==> config.mk <==
export PLATFORM = sky130hd
export DESIGN_NAME = serial_add_ctrl_flat
export DESIGN_NICKNAME = d
export VERILOG_FILES = /design/src/rtl/serial_add_pkg.sv /design/src/rtl/serial_add_ctrl_if.sv /design/src/rtl/serial_add_ctrl_add4.sv /design/src/rtl/serial_add_ctrl.sv /design/src/flat_wrapper.sv
export SDC_FILE = /design/constraint.sdc
export NUM_CORES = 1
export LEC_CHECK = 0
export CAP_MARGIN = 10
export CORE_MARGIN = 10
export CORE_UTILIZATION = 40
export DETAILED_ROUTE_END_ITERATION = 6
export HOLD_SLACK_MARGIN = 0.02
export PLACE_DENSITY = 0.72
export SLEW_MARGIN = 20
export SYNTH_ARGS = -nofsm -noshare
export SYNTH_HDL_FRONTEND = slang
export SYNTH_SLANG_ARGS = --single-unit
==> constraint.sdc <==
create_clock -name clk -period 5.5 [get_ports clk]
set_clock_uncertainty 0.15 [all_clocks]
set_input_delay 1.1 -clock clk [delete_from_list [all_inputs] [get_ports clk]]
set_output_delay 1.1 -clock clk [all_outputs]
set_load 0.01 [all_outputs]
==> src/rtl/serial_add_pkg.sv <==
// Shared constants for the nibble-serial adder: state encoding, slice width, counter sizing.
package serial_add_pkg;

    localparam int SLICE_W = 4;

    localparam logic [1:0] ST_IDLE = 2'd0;
    localparam logic [1:0] ST_RUN  = 2'd1;
    localparam logic [1:0] ST_DONE = 2'd2;

    typedef enum logic [1:0] {
        S_IDLE = ST_IDLE,
        S_RUN  = ST_RUN,
        S_DONE = ST_DONE
    } state_t;

    // Width of the nibble counter; at least one bit so the vector is never empty.
    function automatic int cnt_w(input int width);
        int n;
        n = width / SLICE_W;
        return (n > 1) ? $clog2(n) : 1;
    endfunction

endpackage

==> src/rtl/serial_add_ctrl_if.sv <==
// Requester-side start/done bus of serial_add_ctrl. Optional `sub` with SERIAL_ADD_SUB_EN.
interface serial_add_ctrl_if #(parameter int WIDTH = 16);

    logic             start;
    logic [WIDTH-1:0] a;
    logic [WIDTH-1:0] b;
    logic             ci;
`ifdef SERIAL_ADD_SUB_EN
    logic             sub;
`endif
    logic             busy;
    logic             done;
    logic [WIDTH-1:0] s;
    logic             co;
    logic             ovf;

    modport master (
        output start, a, b, ci,
`ifdef SERIAL_ADD_SUB_EN
        output sub,
`endif
        input  busy, done, s, co, ovf
    );

    modport slave (
        input  start, a, b, ci,
`ifdef SERIAL_ADD_SUB_EN
        input  sub,
`endif
        output busy, done, s, co, ovf
    );

endinterface

==> src/rtl/serial_add_ctrl_add4.sv <==
// Purely combinational 4-bit adder slice shared by the serial controller.
module add4 (
    input  logic [3:0] a,
    input  logic [3:0] b,
    input  logic       ci,
    output logic [3:0] s,
    output logic       co
);

    assign {co, s} = {1'b0, a} + {1'b0, b} + {4'b0, ci};

endmodule

==> src/rtl/serial_add_ctrl.sv <==
// WIDTH-bit adder sequencing one add4 slice over WIDTH/4 nibbles, LSB first.
// Build with SERIAL_ADD_SUB_EN to add the `sub` port (a - b via ~b + 1).
module serial_add_ctrl
    import serial_add_pkg::*;
#(
    parameter int WIDTH = 16
) (
    input  logic            clk,
    input  logic            rst,
    serial_add_ctrl_if.slave bus
);

    localparam int NSL = WIDTH / SLICE_W;
    localparam int CW  = cnt_w(WIDTH);
    localparam logic [CW-1:0] CNT_LAST = CW'(NSL - 1);

    state_t state, state_nx;

    logic [WIDTH-1:0]   a_q, b_q, s_q;
    logic               carry_q, co_q, ovf_q;
    logic [CW-1:0]      cnt;

    logic [SLICE_W-1:0] sl_a, sl_b, sl_s;
    logic               sl_co;
    logic               accept, last;
    logic [WIDTH-1:0]   b_in;
    logic               ci_in;

    assign accept = (state == S_IDLE) && bus.start;
    assign last   = (state == S_RUN) && (cnt == CNT_LAST);

`ifdef SERIAL_ADD_SUB_EN
    assign b_in  = bus.sub ? ~bus.b : bus.b;
    assign ci_in = bus.sub ? 1'b1   : bus.ci;
`else
    assign b_in  = bus.b;
    assign ci_in = bus.ci;
`endif

    assign sl_a = a_q[SLICE_W*cnt +: SLICE_W];
    assign sl_b = b_q[SLICE_W*cnt +: SLICE_W];

    add4 u_add4 (
        .a  (sl_a),
        .b  (sl_b),
        .ci (carry_q),
        .s  (sl_s),
        .co (sl_co)
    );

    always_ff @(posedge clk or posedge rst) begin
        if (rst) state <= S_IDLE;
        else     state <= state_nx;
    end

    always_comb begin
        state_nx = state;
        case (state)
            S_IDLE:  if (bus.start) state_nx = S_RUN;
            S_RUN:   if (cnt == CNT_LAST) state_nx = S_DONE;
            S_DONE:  state_nx = S_IDLE;
            default: state_nx = S_IDLE;
        endcase
    end

    always_ff @(posedge clk or posedge rst) begin
        if (rst) begin
            a_q     <= '0;
            b_q     <= '0;
            s_q     <= '0;
            carry_q <= 1'b0;
            co_q    <= 1'b0;
            ovf_q   <= 1'b0;
            cnt     <= '0;
        end else if (accept) begin
            a_q     <= bus.a;
            b_q     <= b_in;
            carry_q <= ci_in;
            cnt     <= '0;
            s_q     <= '0;
            co_q    <= 1'b0;
            ovf_q   <= 1'b0;
        end else if (state == S_RUN) begin
            s_q[SLICE_W*cnt +: SLICE_W] <= sl_s;
            carry_q <= sl_co;
            // Counter parks on the last nibble; the next start reloads it.
            if (!last) cnt <= cnt + CW'(1);
            if (last) begin
                co_q  <= sl_co;
                ovf_q <= (a_q[WIDTH-1] == b_q[WIDTH-1]) && (sl_s[SLICE_W-1] != a_q[WIDTH-1]);
            end
        end
    end

    assign bus.busy = (state != S_IDLE);
    assign bus.done = (state == S_DONE);
    assign bus.s    = s_q;
    assign bus.co   = co_q;
    assign bus.ovf  = ovf_q;

endmodule

==> src/flat_wrapper.sv <==
// flat-port wrapper written by rule: the top's interface ports become plain ports
module serial_add_ctrl_flat import serial_add_pkg::*;
#(
    parameter int WIDTH = 16
)
  (clk, rst, bus_start, bus_a, bus_b, bus_ci, bus_busy, bus_done, bus_s, bus_co, bus_ovf);
  serial_add_ctrl_if #(.WIDTH(WIDTH)) bus_i ();
  input  logic clk;
  input  logic rst;
  input wire logic [$bits(bus_i.start)-1:0] bus_start;
  input wire logic [$bits(bus_i.a)-1:0] bus_a;
  input wire logic [$bits(bus_i.b)-1:0] bus_b;
  input wire logic [$bits(bus_i.ci)-1:0] bus_ci;
  output wire logic [$bits(bus_i.busy)-1:0] bus_busy;
  output wire logic [$bits(bus_i.done)-1:0] bus_done;
  output wire logic [$bits(bus_i.s)-1:0] bus_s;
  output wire logic [$bits(bus_i.co)-1:0] bus_co;
  output wire logic [$bits(bus_i.ovf)-1:0] bus_ovf;
  assign bus_i.start = bus_start;
  assign bus_i.a = bus_a;
  assign bus_i.b = bus_b;
  assign bus_i.ci = bus_ci;
  assign bus_busy = bus_i.busy;
  assign bus_done = bus_i.done;
  assign bus_s = bus_i.s;
  assign bus_co = bus_i.co;
  assign bus_ovf = bus_i.ovf;
  serial_add_ctrl #(.WIDTH(WIDTH)) u_core (.clk(clk), .rst(rst), .bus(bus_i));
endmodule
==> results of run 1 <==
## sequential cells by signal, indices dropped and copies added (netlist names)
register	count
u_core.bus.co	1
u_core.carry_q	1
u_core.bus.ovf	1
u_core.a_q	16
u_core.b_q	16
u_core.state	2
u_core.bus.s	16
u_core.cnt	2
## worst max-delay path, delay by kind of cell (launching register included)
family | cells | cell delay (ns)
fa+ha+maj | 2 | 0.86
mux | 1 | 0.61
compound gates | 3 | 0.49
flops | 1 | 0.90
## cells in the mapped netlist
cell      instances
a21oi_1           3
o221ai_1          1
or2_2             1
buf_6             3
nand2b_1          5
clkbuf_1          1
mux4_2            8
nor2b_1           1
nand2_1          10
buf_4             3
dfrtp_1          55
a211o_1           1
nor4b_2           1
clkbuf_2          1
or3_1             1
inv_1             4
o21ai_0           3
a21o_1            6
nor2_1            1
nand3b_4          1
a22o_1           18
nor4b_1           1
xnor2_1           1
nand3_1           2
fa_1              2
nor3b_4           1
ha_1              7
mux2_1            2
mux2_2           30
nor3_1            4
nor4_4            1
xor2_1            1
o21bai_1          1
## power by group
group / leakage, nW / switching (mW) / internal, mW
combinational: 0.668 / 0.479 / 0.552
sequential: 0.686 / 0.159 / 0.584
clock: 0.0484 / 0.127 / 0.103
## final timing paths
path,start,endpoint,cells after the start
min in group asynchronous,rst,u_core.state[0],3
max in group asynchronous,rst,u_core.b_q[4],3
worst min-delay path,u_core.b_q[5],u_core.b_q[5],1
worst max-delay path,u_core.cnt[0],u_core.carry_q,6
worst max register to register,u_core.cnt[0],u_core.carry_q,6
worst min register to register,u_core.b_q[5],u_core.b_q[5],1
## layout by cell type, fill, tap and decap left out, drive strengths merged, types with 2 or more instances in the layout
cell type / Yosys / layout
clkdlybuf4s50: 0 / 55
dfrtp: 55 / 55
mux2: 32 / 32
a22o: 18 / 18
nand2: 10 / 10
mux4: 8 / 8
ha: 7 / 7
clkbuf: 2 / 7
a21o: 6 / 6
nand2b: 5 / 5
nor3: 4 / 4
inv: 4 / 4
a21oi: 3 / 3
o21ai: 3 / 3
nand3: 2 / 2
fa: 2 / 2
buf: 6 / 2
nor4b: 2 / 2
## metal layers
metal,wire (um),vias to the layer above,track usage (%)
met3,380,4,3.70
met5,0,-,0
li1,-,781,-
met4,40,0,2.93
met2,2520,43,17.6
met1,2350,844,13.0
## layout make-up
| type | instances | area, um2 | area share (%) |
|---|---|---|---|
| inverters | 4 | 15.0 | 0.455 |
| flip-flops and latches | 55 | 1380 | 41.7 |
| well taps | 77 | 96.3 | 2.92 |
| multi-input cells | 114 | 1150 | 34.8 |
| clock inverters | 1 | 8.76 | 0.266 |
| clock buffers | 7 | 86.3 | 2.62 |
| repair buffers | 57 | 566 | 17.2 |
## logic make-up (layout without fill, tap and decap cells)
| logic type | after synthesis | after routing | synth area share [%] |
|---|---|---|---|
| flops | 55 | 55 | 52.8 |
| fa+ha+maj | 9 | 9 | 4.90 |
| simple gates | 30 | 30 | 7.88 |
| xor+xnor | 2 | 2 | 0.673 |
| mux | 40 | 40 | 20.7 |
| buf+inv | 12 | 69 | 3.07 |
| compound gates | 33 | 33 | 9.89 |
## stage by stage
stage / worst slack (ns) / hold WS, ns
floorplan: 2.64 / 0.303
global placement: 2.38 / 0.326
detailed placement: 2.31 / 0.325
CTS: 2.30 / 0.347
global route: 2.17 / 0.371
finish: 2.35 / 0.348
==> impl_summary.md, run 1 <==
Status
The flow ran to the end, and the final reports show no timing, DRC or antenna violations.

Synth
After synthesis the cells add up to 2600 um2. The net count after synthesis is 226. The number of unique standard cell types used by synthesis is 33.

The sequential element share of the synthesized area is 52.8%. Of the post-synthesis cell area, the dominant cell type holds 52.8%. Synthesis inferred 55 register bits. The most area-hungry cell type in the Yosys netlist is dfrtp_1. After synthesis, the mean cell area works out to 14.4 um2.

The gate count after technology mapping is 181. Yosys attributes the largest share of cell area to dfrtp_1 53%, mux2_2 13%, mux4_2 6.9%. For this run, the number of Yosys warnings is 0.

Global route
The first global-routing pass estimated 8780 um of wire. The number of antenna violations at the first check in global routing was 0. The overall overflow remaining after global route is 0.

The number of global-route vias before repair came to 1762. Entering global routing, the biggest net connects 56 pins. The overall track demand over capacity in global routing is 10.7%.

Final layout
The area growth from synthesis to layout is 26.6%. Once layout is done, the placed cells without fillers occupy 3300 um2. The number of inserted diodes is 0. The share of final-layout standard cells stronger than drive strength 1 is 22.3%. The count of nets after finishing is 282.

For this run, the share of the core covered by cells in the final layout is 51.9%. The number of fillers in the final layout is 535. The filler-free cell count of the finished design is 315.

Detailed routing
The via density per instance is 5.31. Dividing the detail-routed wire length by the instance count gives 16.8 um. The number of remaining DRC errors is 0. The first detailed-routing pass took 4 iterations.

The number of violations reported at the end of detailed-routing iteration 0 is 74. The detail route stage leaves a number of antenna-violating nets equal to 0. The number of vias in the routed layout is 1672. The final layout contains routed wiring with a total length of 5290 um.

Place
The post-detailed-placement half-perimeter wirelength is 4040 um. The cell area after placement is 3200 um2. The count of buffers from port buffering is 55. The final weighted congestion in routability-driven placement is 0.815.

The count of placed standard cells including taps is 307.

CTS
The cell at the root of the clock tree is clkbuf_8. Gates resized during post-CTS repair numbered 0. The clock passes through at most 2 buffers. The number of buffers created by CTS is 5. The TritonCTS clock tree is yes.

The clock latency of the later-clocked register in the worst-skew pair is 0.30 ns. The H-tree generated during clock tree synthesis spans 2 levels. After clock tree synthesis, the setup repair step added 0 buffers. For this design, the CTS-stage hold fixing added 0 buffers. The clock transition at the registers of the reported paths is 0.10 ns.

The clock net in this run drives a total of 55 sinks.

Critical path
In this design, the stage delay of the slowest critical-path cell is 0.90 ns. The biggest fanout along the worst timing path is 17. The cell at the slowest stage of the critical path is dfrtp_1. Traced cell by cell, the critical path runs through mux4_2 > fa_1 > fa_1 > a21o_1 > a21oi_1 > o221ai_1. The slack of the worst reg-to-reg path is 2.35 ns. Data on the critical path arrives at its endpoint at 3.17 ns. The cell repeated most along the worst path is fa_1. The start-to-end type of the worst setup path is reg2reg. The worst setup path is launched from a register. The worst setup path is captured at a register. The required time at the worst-slack endpoint is 5.52 ns.

Power and ir drop
For this design the static power due to leakage is 1.40 nW. The maximum ir drop on the vdd rail is 0.000285 V. The design draws 2.00 mW.

In this run the power density over the cells is 608 nW/um2.

Timing
The total of endpoints with negative setup slack in the final report is 0. The worst slew slack as a fraction of its limit is 44.0%. The minimum clock period is 3.15 ns. Setup repair after global routing left no endpoint under its margin. The ratio of final minimum period to clock period is 57.3%. The final number of hold-violating endpoints is 0. The final max-slew violation count came to 0. The total negative setup slack is 0 ns.

Derived from the worst setup path, the maximum achievable clock frequency is 317 MHz. The actual transition at the worst max-transition pin is 0.840 ns.

Die
Measured along the y axis, the die boundary spans 101 um. The core box area is 6350 um2. Measured along the x axis, the die boundary spans 101 um. The site row count is 29. The floorplan step defined a die boundary enclosing 10100 um2. For this configuration, the core starts out at a cell density of 41.0%. In this run the count of I/O pins placed on the die edge is 56.

Worst hold path
The min-delay analysis places its worst path in the category reg2reg.

Job
The number of max-cap violations is 0.
(Power assumes the default switching activity.)
==> inputs of run 2 (changes only) <==
--- a/config.mk
+++ b/config.mk
@@ -10,7 +10,7 @@
 export CORE_UTILIZATION = 40
 export DETAILED_ROUTE_END_ITERATION = 6
 export HOLD_SLACK_MARGIN = 0.02
-export PLACE_DENSITY = 0.72
+export PLACE_DENSITY = 0.75
 export SLEW_MARGIN = 20
 export SYNTH_ARGS = -nofsm -noshare
 export SYNTH_HDL_FRONTEND = slang
==> constraint.sdc (replaced) <==
create_clock -name clk -period 2.7 [get_ports clk]
set_clock_uncertainty 0.15 [all_clocks]
set_input_delay 0.54 -clock clk [delete_from_list [all_inputs] [get_ports clk]]
set_output_delay 0.54 -clock clk [all_outputs]
set_load 0.01 [all_outputs]
==> impl_summary.md, run 2 (same netlist as run 1, synthesis figures left out) <==
Status
Result of the run: finished, final reports clean (unchanged).

Die
The top-level I/O count is 56 (unchanged). The width of the die is 101 um (unchanged). The initial core utilization was 41.0% (unchanged). The area of the die came to 10100 um2 (unchanged). The core box area is 6350 um2 (unchanged). The die boundary height is 101 um (unchanged). The site row count is 29 (unchanged).

Place
The count of buffers from port buffering was 55 (unchanged). The worst slack at placement was 0.0632 ns (was 2.31 ns). The post-detailed-placement half-perimeter wirelength is 4240 um (was 4040 um). The cell area after placement is 3270 um2 (was 3200 um2).

The count of placed standard cells including taps was 312 (was 307). The final weighted congestion in routability-driven placement is 0.829 (was 0.815).

CTS
The clock latency of the later-clocked register in the worst-skew pair is 0.30 ns (about the same). The clock transition at the registers of the reported paths is 0.09 ns (was 0.10 ns). The TritonCTS clock tree is yes (unchanged).

The number of buffers created by CTS is 5 (unchanged). The number of clock sinks is 55 (unchanged). The cell at the root of the clock tree is clkbuf_8 (unchanged). The number of H-tree levels is 2 (unchanged). The maximum clock path buffer count was 2 (unchanged).

Global route
The global-route wire length before repair is 9200 um (was 8780 um). The overall overflow remaining after global route was 0 (unchanged). The number of global-route vias before repair is 1890 (was 1762). The largest net degree at the start of global routing is 38 (was 56).

The overall track demand over capacity in global routing is 11.1% (was 10.7%). The number of antenna violations at the first check in global routing was 0 (unchanged).

Detailed routing
The number of violations reported at the end of detailed-routing iteration 0 is 62 (was 74). The via density per instance came to 5.29 (was 5.31). The routed length on met2 came to 2570 um (was 2520 um). The highest metal layer with signal wires is met4 (unchanged).

The number of remaining DRC errors is 0 (unchanged). The number of vias in the routed layout came to 1688 (was 1672). The met1 wire length is 2450 um (was 2350 um). The length of routed met3 wiring is 391 um (was 380 um). The routed wire length was 5440 um (was 5290 um). The average routed wire per standard cell was 17.1 um (was 16.8 um). The number of detailed-routing iterations run before antenna repair is 4 (unchanged).

The number of routed nets with antenna violations is 0 (unchanged).

Critical path
The biggest fanout along the worst timing path came to 5 (was 17). The depth of the worst register-to-register path is 5 (was 6). The required time at the worst-slack endpoint is 2.79 ns (was 5.52 ns). The terminus of the critical flop-to-flop path is u_core.bus.s[10] (was u_core.carry_q). The startpoint class of the critical path was a register (unchanged). The slack of the worst reg-to-reg path was 0.14 ns (was 2.35 ns). The kind of end point of the critical path is a register (unchanged).

Cell-by-cell trace of the critical path: mux4_2 > fa_2 > fa_1 > xor2_1 > a22o_1 (was mux4_2 > fa_1 > fa_1 > a21o_1 > a21oi_1 > o221ai_1). The data arrival time of the critical path is 2.65 ns (was 3.17 ns). The startpoint of the most critical register-to-register path is u_core.cnt[0] (unchanged). The peak per-stage delay on the critical path came to 0.54 ns (was 0.90 ns). The cell at the slowest stage of the critical path is mux4_2 (was dfrtp_1). The start-to-end type of the worst setup path is reg2reg (unchanged).

Timing
The minimum clock period is 2.56 ns (was 3.15 ns). The final number of hold-violating endpoints came to 0 (unchanged). The final max-slew violation count is 0 (unchanged).

The worst slew slack as a fraction of its limit was 67.4% (was 44.0%). RSZ-0062 raised after global routing: false (unchanged). The actual transition at the worst max-transition pin was 0.489 ns (was 0.840 ns).

The ratio of final minimum period to clock period is 95.0% (was 57.3%). The total of endpoints with negative setup slack in the final report came to 0 (unchanged). The worst slack on hold paths came to 0.358 ns (was 0.348 ns). The total negative setup slack is 0 ns (unchanged). The fmax is 390 MHz (was 317 MHz). The final worst setup slack is 0.136 ns (was 2.35 ns).

Final layout
The area taken by flip-flops and latches is 1380 um2 (about the same). The share of final-layout standard cells stronger than drive strength 1 is 24.8% (was 22.3%). The filler-free cell count of the finished design is 319 (was 315). The count of nets after finishing is 287 (was 282). The number of inserted diodes is 0 (unchanged). The area taken by multi-input logic gates is 1150 um2 (about the same). The final core utilization is 53.1% (was 51.9%). The area growth from synthesis to layout is 29.5% (was 26.6%). The total non-filler cell area in the finished layout is 3370 um2 (was 3300 um2). Leaving out fill and tap cells, the most frequent cell in the layout is clkdlybuf4s50_1. Most used cells in the layout excluding fill and tap cells: 55 x clkdlybuf4s50_1, 54 x dfrtp_1, 30 x mux2_2 (was 55 x clkdlybuf4s50_1, 55 x dfrtp_1, 30 x mux2_2). The number of fillers in the final layout came to 535 (unchanged).

Power and ir drop
The maximum ir drop on the vdd rail was 0.000569 V (was 0.000285 V). The proportion of total power due to net switching is 37.6% (was 38.1%). The power dissipated by switching net loads is 1.61 mW (was 765 uW).

The leakage power figure came to 1.44 nW (was 1.40 nW). The clock power share was 12.0% (was 11.5%). The part of the total power dissipated in combinational logic is 53.4% (was 51.5%). The total power draw is 4.28 mW (was 2.00 mW). The power density normalized to cell area is 1270 nW/um2 (was 608 nW/um2).

The internal power summed over all cells was 2.67 mW (was 1.24 mW). The fraction of power consumed by sequential logic was 34.5% (was 37.1%).

Job
The number of max-cap violations is 0 (unchanged).

Worst hold path
The path category of the worst min-delay check was reg2reg (unchanged). The hold-critical path depth is 2 (was 1). The endpoint of the worst hold path is u_core.bus.ovf (was u_core.b_q[5]).

The launch instance of the worst min-delay path is u_core.bus.ovf (was u_core.b_q[5]).
run 2: how the worst max path moves through the flow:
stage,startpoint,endpoint,slack (ns),depth (start not counted)
finish,u_core.cnt[0],u_core.bus.s[10],0.14,5
global route,u_core.cnt[0],u_core.bus.s[11],0.02,7
CTS,u_core.cnt[0],u_core.bus.s[10],0.06,5
detailed placement,u_core.cnt[0],u_core.bus.s[10],0.06,5
global placement,u_core.cnt[0],u_core.bus.s[10],0.10,5
floorplan,u_core.cnt[0],u_core.carry_q,0.001,8
run 2: power by group through the flow:
| stage | combinational (mW) | clock (mW) | sequential, mW |
|---|---|---|---|
| 2_1_floorplan | 1.66 | 0 | 1.40 |
| 6_report | 2.29 | 0.516 | 1.48 |
| 3_3_place_gp | 2.24 | 0 | 1.49 |
| 3_5_place_dp | 2.28 | 0 | 1.49 |
| 4_1_cts | 2.29 | 0.530 | 1.48 |
| 5_1_grt | 2.53 | 0.561 | 1.53 |
run 2: timing repair:
action | CTS | global route
setup buffers | 0 | 0
hold buffers | 0 | 0
setup endpoints to repair | 0 | 10
gates resized for setup | 0 | 2
run 2: per-layer routing:
layer | vias up | GRT usage [%]
li1 | 790 | -
met1 | 846 | 13.6
met2 | 47 | 18.5
met3 | 5 | 3.57
met4 | 0 | 2.61
met5 | - | 0
run 2: layout make-up:
class	count	area share [%]
clock buffers	6	2.15
flip-flops and latches	55	40.8
clock inverters	1	0.890
inverters	4	0.445
repair buffers	62	18.6
well taps	77	2.86
multi-input cells	114	34.2
run 2: worst max-delay path: cells and delay by family (launching register included):
kind | cells | cell delay, ns
AOI/OAI and AO/OA | 1 | 0.21
xor gates and xnor gates | 1 | 0.40
adders and majority gates | 2 | 0.78
DFF | 1 | 0.42
muxes | 1 | 0.54
==> inputs of run 3 (changes only) <==
--- a/config.mk
+++ b/config.mk
@@ -9,6 +9,7 @@
 export CORE_MARGIN = 10
 export CORE_UTILIZATION = 40
 export DETAILED_ROUTE_END_ITERATION = 6
+export GPL_TIMING_DRIVEN = 0
 export HOLD_SLACK_MARGIN = 0.02
 export PLACE_DENSITY = 0.75
 export SLEW_MARGIN = 20
==> impl_summary.md, run 3 (same netlist as run 1, synthesis figures left out) <==
Status
Result of the run: finished, final reports clean (unchanged).

Die
The die boundary height was 101 um (unchanged). The site row count is 29 (unchanged). The initial core utilization is 41.0% (unchanged).

The width of the die came to 101 um (unchanged). The core box area was 6350 um2 (unchanged). The top-level I/O count is 56 (unchanged). The area of the die came to 10100 um2 (unchanged).

Detailed routing
The number of routed nets with antenna violations was 0 (unchanged). The number of remaining DRC errors is 0 (unchanged). The average routed wire per standard cell is 18.1 um (was 17.1 um). The via density per instance is 5.37 (was 5.29). The number of violations reported at the end of detailed-routing iteration 0 is 64 (was 62). The number of detailed-routing iterations run before antenna repair is 4 (unchanged). The routed wire length is 5870 um (was 5440 um). The number of vias in the routed layout is 1746 (was 1688).

Global route
The number of global-route vias before repair came to 1946 (was 1890). The overall overflow remaining after global route is 0 (unchanged). The overall track demand over capacity in global routing is 11.8% (was 11.1%).

The global-route wire length before repair is 9640 um (was 9200 um). The largest net degree at the start of global routing is 56 (was 38). The number of antenna violations at the first check in global routing came to 0 (unchanged).

Place
The count of buffers from port buffering is 55 (unchanged). The count of placed standard cells including taps came to 313 (was 312). The final weighted congestion in routability-driven placement came to 0.816 (was 0.829). The cell area after placement is 3270 um2 (about the same). The post-detailed-placement half-perimeter wirelength came to 4370 um (was 4240 um).

Final layout
The area growth from synthesis to layout was 32.5% (was 29.5%). The count of nets after finishing is 293 (was 287). The number of fillers in the final layout is 538 (was 535).

The number of inserted diodes is 0 (unchanged). The share of final-layout standard cells stronger than drive strength 1 is 28.2% (was 24.8%). The filler-free cell count of the finished design was 325 (was 319). Most used cells in the layout excluding fill and tap cells: 55 x clkdlybuf4s50_1, 55 x dfrtp_1, 30 x mux2_2 (was 55 x clkdlybuf4s50_1, 54 x dfrtp_1, 30 x mux2_2). The total non-filler cell area in the finished layout was 3450 um2 (was 3370 um2).

Critical path
The biggest fanout along the worst timing path is 7 (was 5). The start-to-end type of the worst setup path is reg2reg (unchanged). The data arrival time of the critical path was 2.67 ns (was 2.65 ns). The required time at the worst-slack endpoint came to 2.73 ns (was 2.79 ns). The kind of end point of the critical path is a register (unchanged). The slack of the worst reg-to-reg path came to 0.05 ns (was 0.14 ns). The startpoint of the most critical register-to-register path is u_core.cnt[0] (unchanged). The timing startpoint of the critical path is u_core.cnt[0] (unchanged). The startpoint class of the critical path was a register (unchanged).

Timing
The total of endpoints with negative setup slack in the final report was 0 (unchanged). The worst slew slack as a fraction of its limit came to 54.8% (was 67.4%). The fmax is 378 MHz (was 390 MHz).

RSZ-0062 raised after global routing: true (was false). The final number of hold-violating endpoints is 0 (unchanged). The final max-slew violation count is 0 (unchanged). The actual transition at the worst max-transition pin came to 0.679 ns (was 0.489 ns).

The ratio of final minimum period to clock period is 98.0% (was 95.0%). The minimum clock period is 2.65 ns (was 2.56 ns).

Job
The number of max-cap violations is 0 (unchanged).

CTS
The cell at the root of the clock tree was clkbuf_8 (unchanged). The cts-stage hold buffer count came to 0 (unchanged). The clock transition at the registers of the reported paths is 0.09 ns (about the same).

The maximum clock path buffer count is 2 (unchanged). The TritonCTS clock tree is yes (unchanged). The number of clock sinks is 55 (unchanged). The number of H-tree levels is 2 (unchanged). The clock latency of the later-clocked register in the worst-skew pair came to 0.30 ns (about the same).

The number of buffers created by CTS is 5 (unchanged).

Power and ir drop
The power density normalized to cell area is 1330 nW/um2 (was 1270 nW/um2). The maximum ir drop on the vdd rail is 0.000669 V (was 0.000569 V). The leakage power figure came to 1.48 nW (was 1.44 nW).

Worst hold path
The launch instance of the worst min-delay path is u_core.b_q[1] (was u_core.bus.ovf). The path category of the worst min-delay check is reg2reg (unchanged).
## run 3: layer usage
layer	wire length (um)	vias to the layer above	GRT usage (%)	share of wire, %
li1	-	803	-	-
met1	2490	886	14.9	42
met2	2940	49	19.2	50
met3	379	8	3.84	6.5
met4	59	0	2.83	1.0
met5	0	-	0	0
## run 3: final timing paths
check / endpoint / depth (start not counted)
worst max-delay path: u_core.carry_q / 7
worst min-delay path: u_core.b_q[1] / 1
worst max register to register: u_core.carry_q / 7
worst min register to register: u_core.b_q[1] / 1
max in group asynchronous: u_core.b_q[5] / 2
min in group asynchronous: u_core.bus.s[6] / 2
## run 3: where the power goes
| part | leakage (nW) | internal, mW | switching [mW] | total, mW |
|---|---|---|---|---|
| clock | 0.0513 | 0.272 | 0.254 | 0.527 |
| sequential | 0.686 | 1.19 | 0.217 | 1.41 |
| combinational | 0.740 | 1.38 | 1.29 | 2.67 |
## run 3: timing repair
| item | CTS | global route |
|---|---|---|
| resized for setup | 7 | 2 |
| setup buffers | 5 | 1 |
| endpoints found under the setup margin | 14 | 6 |
| pin swaps | 0 | 4 |
## run 3: through the flow
stage / util [%] / hold WS [ns] / setup TNS [ns] / power (mW) / setup slack (ns)
floorplan: - / 0.303 / 0 / 3.07 / 0.000996
global placement: 51.4 / 0.326 / -18.62 / 3.77 / -0.300
detailed placement: 51.5 / 0.334 / -2.67 / 3.87 / -0.284
CTS: 54.1 / 0.355 / 0 / 4.59 / 0.0114
global route: 54.4 / 0.368 / -0.0876 / 4.96 / -0.0455
finish: 54.4 / 0.347 / 0 / 4.60 / 0.0545
## run 3: worst max-delay path: stages (launching register included)
cell	delay, ns
dfrtp_1	0.39
clkbuf_16	0.17
mux4_2	0.54
fa_2	0.41
fa_2	0.41
a21o_1	0.18
a21oi_2	0.16
o221ai_2	0.11
## run 3: area by class of cell
class	count	area, um2	area share, %
inverters	4	17.5	0.507
plain buffers	7	81.3	2.36
clock buffers	6	72.6	2.10
flip-flops and latches	55	1380	39.9
repair buffers	61	596	17.3
clock inverters	1	30.0	0.870
well taps	77	96.3	2.79
multi-input cells	114	1180	34.3
